===== src/rtl/wb_trace_fifo.sv =====
// GRF write-event trace FIFO: first-word-fall-through queue of {pc, addr, data}.
// Define WB_TRACE_DROP_CNT_EN to build the saturating overflow drop counter.
module wb_trace_fifo #(
  parameter int unsigned DEPTH = 8
) (
  input  logic                     clk,
  input  logic                     reset,
  input  logic                     in_valid,
  input  logic [31:0]              in_pc,
  input  logic [4:0]               in_addr,
  input  logic [31:0]              in_data,
  output logic                     out_valid,
  input  logic                     out_ready,
  output logic [31:0]              out_pc,
  output logic [4:0]               out_addr,
  output logic [31:0]              out_data,
  output logic [$clog2(DEPTH):0]   count,
  output logic                     full,
  output logic                     empty,
  output logic [15:0]              drop_cnt
);

  localparam int unsigned AW = $clog2(DEPTH);

  logic [AW-1:0] wr_ptr_q, wr_ptr_d;
  logic [AW-1:0] rd_ptr_q, rd_ptr_d;
  logic [AW:0]   count_q, count_d;

  logic [31:0] pc_mem   [DEPTH];
  logic [4:0]  addr_mem [DEPTH];
  logic [31:0] data_mem [DEPTH];

  logic push_cand;
  logic push;
  logic pop;

  assign empty = (count_q == '0);
  assign full  = (count_q == (AW+1)'(DEPTH));
  assign count = count_q;

  // Writes to $0 never reach the queue and are not counted as drops.
  assign push_cand = in_valid && (in_addr != 5'd0);
  assign pop       = !empty && out_ready;
  assign push      = push_cand && (!full || pop);

  always_comb begin
    wr_ptr_d = wr_ptr_q;
    rd_ptr_d = rd_ptr_q;
    count_d  = count_q;
    if (push) wr_ptr_d = wr_ptr_q + AW'(1);
    if (pop)  rd_ptr_d = rd_ptr_q + AW'(1);
    unique case ({push, pop})
      2'b10:   count_d = count_q + (AW+1)'(1);
      2'b01:   count_d = count_q - (AW+1)'(1);
      default: count_d = count_q;
    endcase
  end

  always_ff @(posedge clk) begin
    if (reset) begin
      wr_ptr_q <= '0;
      rd_ptr_q <= '0;
      count_q  <= '0;
    end else begin
      wr_ptr_q <= wr_ptr_d;
      rd_ptr_q <= rd_ptr_d;
      count_q  <= count_d;
    end
  end

  // Storage needs no reset: an entry is only visible while count covers it.
  always_ff @(posedge clk) begin
    if (push && !reset) begin
      pc_mem[wr_ptr_q]   <= in_pc;
      addr_mem[wr_ptr_q] <= in_addr;
      data_mem[wr_ptr_q] <= in_data;
    end
  end

  always_comb begin
    out_valid = !empty;
    out_pc    = '0;
    out_addr  = '0;
    out_data  = '0;
    if (!empty) begin
      out_pc   = pc_mem[rd_ptr_q];
      out_addr = addr_mem[rd_ptr_q];
      out_data = data_mem[rd_ptr_q];
    end
  end

`ifdef WB_TRACE_DROP_CNT_EN
  logic        drop;
  logic [15:0] drop_cnt_q;

  assign drop = push_cand && full && !pop;

  always_ff @(posedge clk) begin
    if (reset) begin
      drop_cnt_q <= '0;
    end else if (drop && (drop_cnt_q != 16'hFFFF)) begin
      drop_cnt_q <= drop_cnt_q + 16'd1;
    end
  end

  assign drop_cnt = drop_cnt_q;
`else
  assign drop_cnt = '0;
`endif

  property p_count_bound;
    @(posedge clk) disable iff (reset) count_q <= (AW+1)'(DEPTH);
  endproperty
  a_count_bound: assert property (p_count_bound);

  property p_full_empty_excl;
    @(posedge clk) !(full && empty);
  endproperty
  a_full_empty_excl: assert property (p_full_empty_excl);

endmodule

===== config.mk =====
export PLATFORM = sky130hd
export DESIGN_NAME = wb_trace_fifo
export DESIGN_NICKNAME = d
export VERILOG_FILES = /design/src/rtl/wb_trace_fifo.sv
export SDC_FILE = /design/constraint.sdc
export NUM_CORES = 1
export LEC_CHECK = 0
export CAP_MARGIN = 30
export CORE_MARGIN = 4
export CORE_UTILIZATION = 50
export DETAILED_ROUTE_END_ITERATION = 6
export GPL_ROUTABILITY_DRIVEN = 0
export MAX_ROUTING_LAYER = met4
export PLACE_DENSITY = 0.7
export SKIP_CTS_REPAIR_TIMING = 1
export SLEW_MARGIN = 20
export SYNTH_ARGS = -nofsm -noshare
export SYNTH_HDL_FRONTEND = slang
export SYNTH_SLANG_ARGS = --single-unit

===== constraint.sdc =====
create_clock -name clk -period 13.1 [get_ports clk]
set_clock_uncertainty 0.1 [all_clocks]
set_input_delay 1.31 -clock clk [delete_from_list [all_inputs] [get_ports clk]]
set_output_delay 1.31 -clock clk [all_outputs]
set_load 0.005 [all_outputs]

# Word level (Yosys, flattened, before mapping)

Memories as Yosys holds them, arrays and structs flattened. A register that Yosys moved wholly into a read port is not among the register bits.
Index checks and enable logic that the tools add are counted.

$add $sub $neg: 4
Multiply operators: 0
Div/mod/pow operators: 0
Magnitude comparators: 0
Equality and inequality tests: 3
Shifts and indexed selects: 0
Muxes and demuxes: 12
Bitwise logic cells: 0
Reductions and logical operators: 11

Operator list:

| kind                                                               | number |
|---|---|
| 32-bit 2-to-1 mux                                                  | 2 |
| 3-bit 2-to-1 mux                                                   | 6 |
| 4-bit case mux with 2 select lines                                 | 1 |
| 3-bit by 1-bit adder with 3-bit output, second input constant      | 2 |
| 5-bit 2-to-1 mux                                                   | 1 |
| 5-bit nonzero test                                                 | 1 |
| 4-bit by 1-bit adder with 4-bit output, second input constant      | 1 |
| 4-bit == test, second input constant                               | 1 |
| 1-bit logical AND                                                  | 4 |
| 4-bit zero test                                                    | 1 |
| 4-bit by 1-bit subtractor with 4-bit output, second input constant | 1 |
| 1-bit zero test                                                    | 3 |
| 2-bit by 1-bit == test with 1-bit output, second input constant    | 1 |
| 2-bit == test, second input constant                               | 1 |
| 1-bit 2-to-1 mux                                                   | 2 |
| 2-bit nonzero test                                                 | 1 |
| 1-bit logical OR                                                   | 1 |

Bits in registers: 10
Latch bits: 0
Memory bits (writable): 552
ROM bits: 0
Bits of input ports: 73
Output and inout port bits: 92
Word-level logic and storage cells: 36
Memories: 3

Memories:

| memory   | words | bits a word | rd ports | clocked after Yosys merged registers in | wr ports | RTL line | source |
|---|---|---|---|---|---|---|---|
| data_mem | 8     | 32          | 1        | 1                                       | 1        | 31       | `logic [31:0] data_mem [DEPTH];` |
| pc_mem   | 8     | 32          | 1        | 1                                       | 1        | 29       | `logic [31:0] pc_mem [DEPTH];` |
| addr_mem | 8     | 5           | 1        | 1                                       | 1        | 30       | `logic [4:0] addr_mem [DEPTH];` |

# Longest topological paths before layout

Depth in word-level cells: 8
Mapped depth: 10
Gate-level depth less buffers: 9

# Worst setup path before layout

OpenSTA, ideal clock, no wires.

Kind: input to register
From: in in_addr[0]
To: mem addr_mem[5][0] (enable)
Library setup time: 0.691 ns
Data arrival time: 9.004 ns
Data required time: 12.309 ns
Setup slack: 3.305 ns
Cell stages on the path: 4
Path buffers: 0
Path through: or4_4 > o221ai_4 > or2_2 > nor4b_1

Cells in the longest elaborated chain, start to end: 6

Ends and longest elaborated chain:

| what                                   | RTL line | source |
|---|---|---|
| start: declaration                     | 10       | `input logic [4:0] in_addr,` |
| 5-bit nonzero test                     | 42       | `assign push_cand = in_valid && (in_addr != 5'd0);` |
| 1-bit logical AND                      | 42       |  |
| 1-bit logical AND                      | 44       | `assign push = push_cand && (!full \|\| pop);` |
| 1-bit logical AND                      | 73       | `if (push && !reset) begin` |
| 1-bit 2-to-1 mux                       | 73       |  |
| 1-bit 2-to-1 mux (not written as such) | 75       | `addr_mem[wr_ptr_q] <= in_addr;` |
| end: declaration                       | 30       |  |

No other way between the ends.

# Worst setup path in the final report

From: reg count_q[1], in the netlist count[1]
To: out out_data[21]

Cells in the longest elaborated chain, start to end: 2

Ends and longest elaborated chain:

| what                     | RTL line | source |
|---|---|---|
| start: declaration       | 27       | `logic [AW:0] count_q, count_d;` |
| start signal: assignment | 67       | `count_q <= count_d;` |
| 4-bit zero test          | 37       | `assign empty = (count_q == '0);` |
| 32-bit 2-to-1 mux        | 85       | `if (!empty) begin` |
| end: declaration         | 16       | `output logic [31:0] out_data,` |

No other way between the ends.

==> metrics.txt <==
status=finished, final reports clean; Reg2Reg Capture Point=data_mem[1][24]; Reg2Reg Launch Point=count[0]; NumNets Final=around 1200; fin. max-slew vios=0; LEAKAGE=approximately 0.0079 µW; Port Buffers=~150; IO Count=approximately 170; Final period util=0.372; clock tree buffer depth=3; r2r worst-path depth=6; DR DRC count=0; drt pass-1 iters=4; row count=76; number of synthesized flops with an enable pin=between 500 and 600; vias per std cell=5.54; fraction of registers with async set/reset=0; Post-Syn Area=~22000 µm²; first-pass GRT wire length=between 60000 and 70000 µm; Worst Max-Slew Pin Slew=roughly 970 ps; dpl ws=around 8000 ps; fin cells=between 1500 and 2000; register area share after synthesis=0.775; CP max FO=46; Die H=approximately 220 µm; CTS tree=built; clk slew on worst S/H paths=around 60 ps; Max-Cap Viols=0; HP Start=rd_ptr_q[1]; Vias=between 9000 and 10000; Mapped Avg Cell Area=roughly 22 µm²; FF+latch count, synth=roughly 570; HPWL after DPL=between 20000 and 25000 µm; # fillers=~3100; count of different cell masters after synthesis=36; synth top area cells=edfxtp_1, mux4_2, mux2i_1; hold depth=2; Critical Path RT=between 10000 and 15000 ps; FF/Latch Area=16800 µm²; Worst Setup Path Type=register to output port; reg2reg setup slack=9880 ps; clk sinks=565; total CTS buffers=55; # setup viols final=0; Worst Setup Start Kind=register; final WL=approximately 42000 µm; Final Hold Viols=0; PD cells=184 nW/µm²; Routed Antenna Nets=0; Fmax=~200 MHz; yosys warns=0; setup TNS=0 ps; crit path capture type=output port; Gate Count Post-Synth=slightly below 1000; die area=about 47000 µm²; starting density of the core=0.505; Worst EP arrival=approximately 3500 ps; Root Buffer=clkbuf_16; Hold Crit Class=register to register; pin count of the biggest net entering global routing=around 90; Routed wire per std cell=~24 µm; Synth area leader=edfxtp_1; global route total overflow=0; Die Wd=~220 µm; Initial DRC Count=roughly 760; Placed Instances=approximately 1700; initial antenna violation count=4; latest clock arrival within the worst-skew pair=about 590 ps; multi-input logic area=~4600 µm²; share of cells above drive strength 1=0.215; ys flop type=edfxtp_1; Post-Route Utilization=0.598; Area Growth Syn to Fin=18.4%; H-Tree Depth=2; core area=43000 µm²; most numerous cell in the Yosys netlist=edfxtp_1; Slew HR=0.351; Peak VDD IR=around 0.19 mV; total track usage=0.187; setup slack after layout=a little over 8000 ps; vias in the first global route=around 10000; post-synth top area share=0.763; min Tclk post-route=between 4000 and 5000 ps; most frequent cells after synthesis=edfxtp_1, mux4_2, nor2_1, mux2i_1, clkbuf_1; total power=4740 µW; RSZ-0062 raised after global routing=false
## routing by layer
layer,part of all wire,track usage
met1,0.43,0.258
met2,0.50,0.295
met3,0.063,0.0372
met4,0.014,0.0420
met5,0,-
## power breakdown
part | switching (µW) | internal (µW)
combinational | 500 | 616
clock | 633 | 904
sequential | 50.5 | 2040
total | 1180 | 3560
## state kept, by name (all words and copies together) (netlist names), named ones only
name      cells
addr_mem     40
count         4
data_mem    256
pc_mem      256
rd_ptr_q      3
wr_ptr_q      3
## logic make-up after synthesis
kind of cell	count (synthesis)	synth area share
multiplexers	212	0.178
AND/OR/NAND/NOR	105	0.0214
flip-flops	565	0.775
adder cells (fa/ha/maj)	5	0.00323
other	1	0.000173
XOR/XNOR	4	0.00161
AO/OA/AOI/OAI	10	0.00397
buffers and inverters	74	0.0166
## worst max-delay path by stage
stage / from / endpoint / slack (ps) / depth (start not counted)
floorplan: in_addr[0] / addr_mem[5][0] / 3310 / 4
global placement: in_addr[2] / data_mem[1][20] / 8340 / 7
detailed placement: in_addr[2] / data_mem[1][24] / 8220 / 7
CTS: register / out_addr[1] / 8120 / 5
global route: register / out_data[26] / 7870 / 5
finish: count[1] / out_data[21] / 8220 / 5
## worst max-delay path, stage by stage (launching register included)
cell and delay (ps):
dfxtp_1 350, or4_1 650, inv_2 420, buf_4 660, nor2_1 230, clkdlybuf4s50_1 510
## cell type report
| cell class | instances | share of cell area |
|---|---|---|
| multi-input cells | 352 | 0.180 |
| inverters | 8 | 0.00117 |
| clock inverters | 31 | 0.0107 |
| clock buffers | 72 | 0.0584 |
| repair buffers | 170 | 0.0658 |
| flip-flops and latches | 565 | 0.655 |
| well taps | 585 | 0.0285 |
| diodes | 4 | 0.000389 |
## through the flow
stage	hold slack [ps]	area (µm²)
2_1_floorplan	354	21800
6_report	379	25700
3_5_place_dp	382	23900
5_1_grt	416	25700
4_1_cts	391	25700
3_3_place_gp	368	23900
## cells in the final DEF, fill, tap and decap left out, drive strengths merged
master	n
and2	1
fa	1
inv	8
clkinvlp	2
diode	4
buf	22
ha	4
or2	1
nor2	81
o2111ai	2
xnor2	2
nand3	2
clkbuf	72
dfxtp	13
a21oi	3
bufinv	5
or3	1
mux2i	71
clkinv	24
nand4	1
nor4b	4
xor2	2
o221ai	1
mux4	138
nand4b	2
nor4	2
nand2b	2
edfxtp	552
or4b	1
mux2	3
o21a	1
clkdlybuf4s50	148
or4	2
conb	16
a21o	2
nand2	5
o21ai	1
Note: power is estimated with default switching activity, not from simulation.
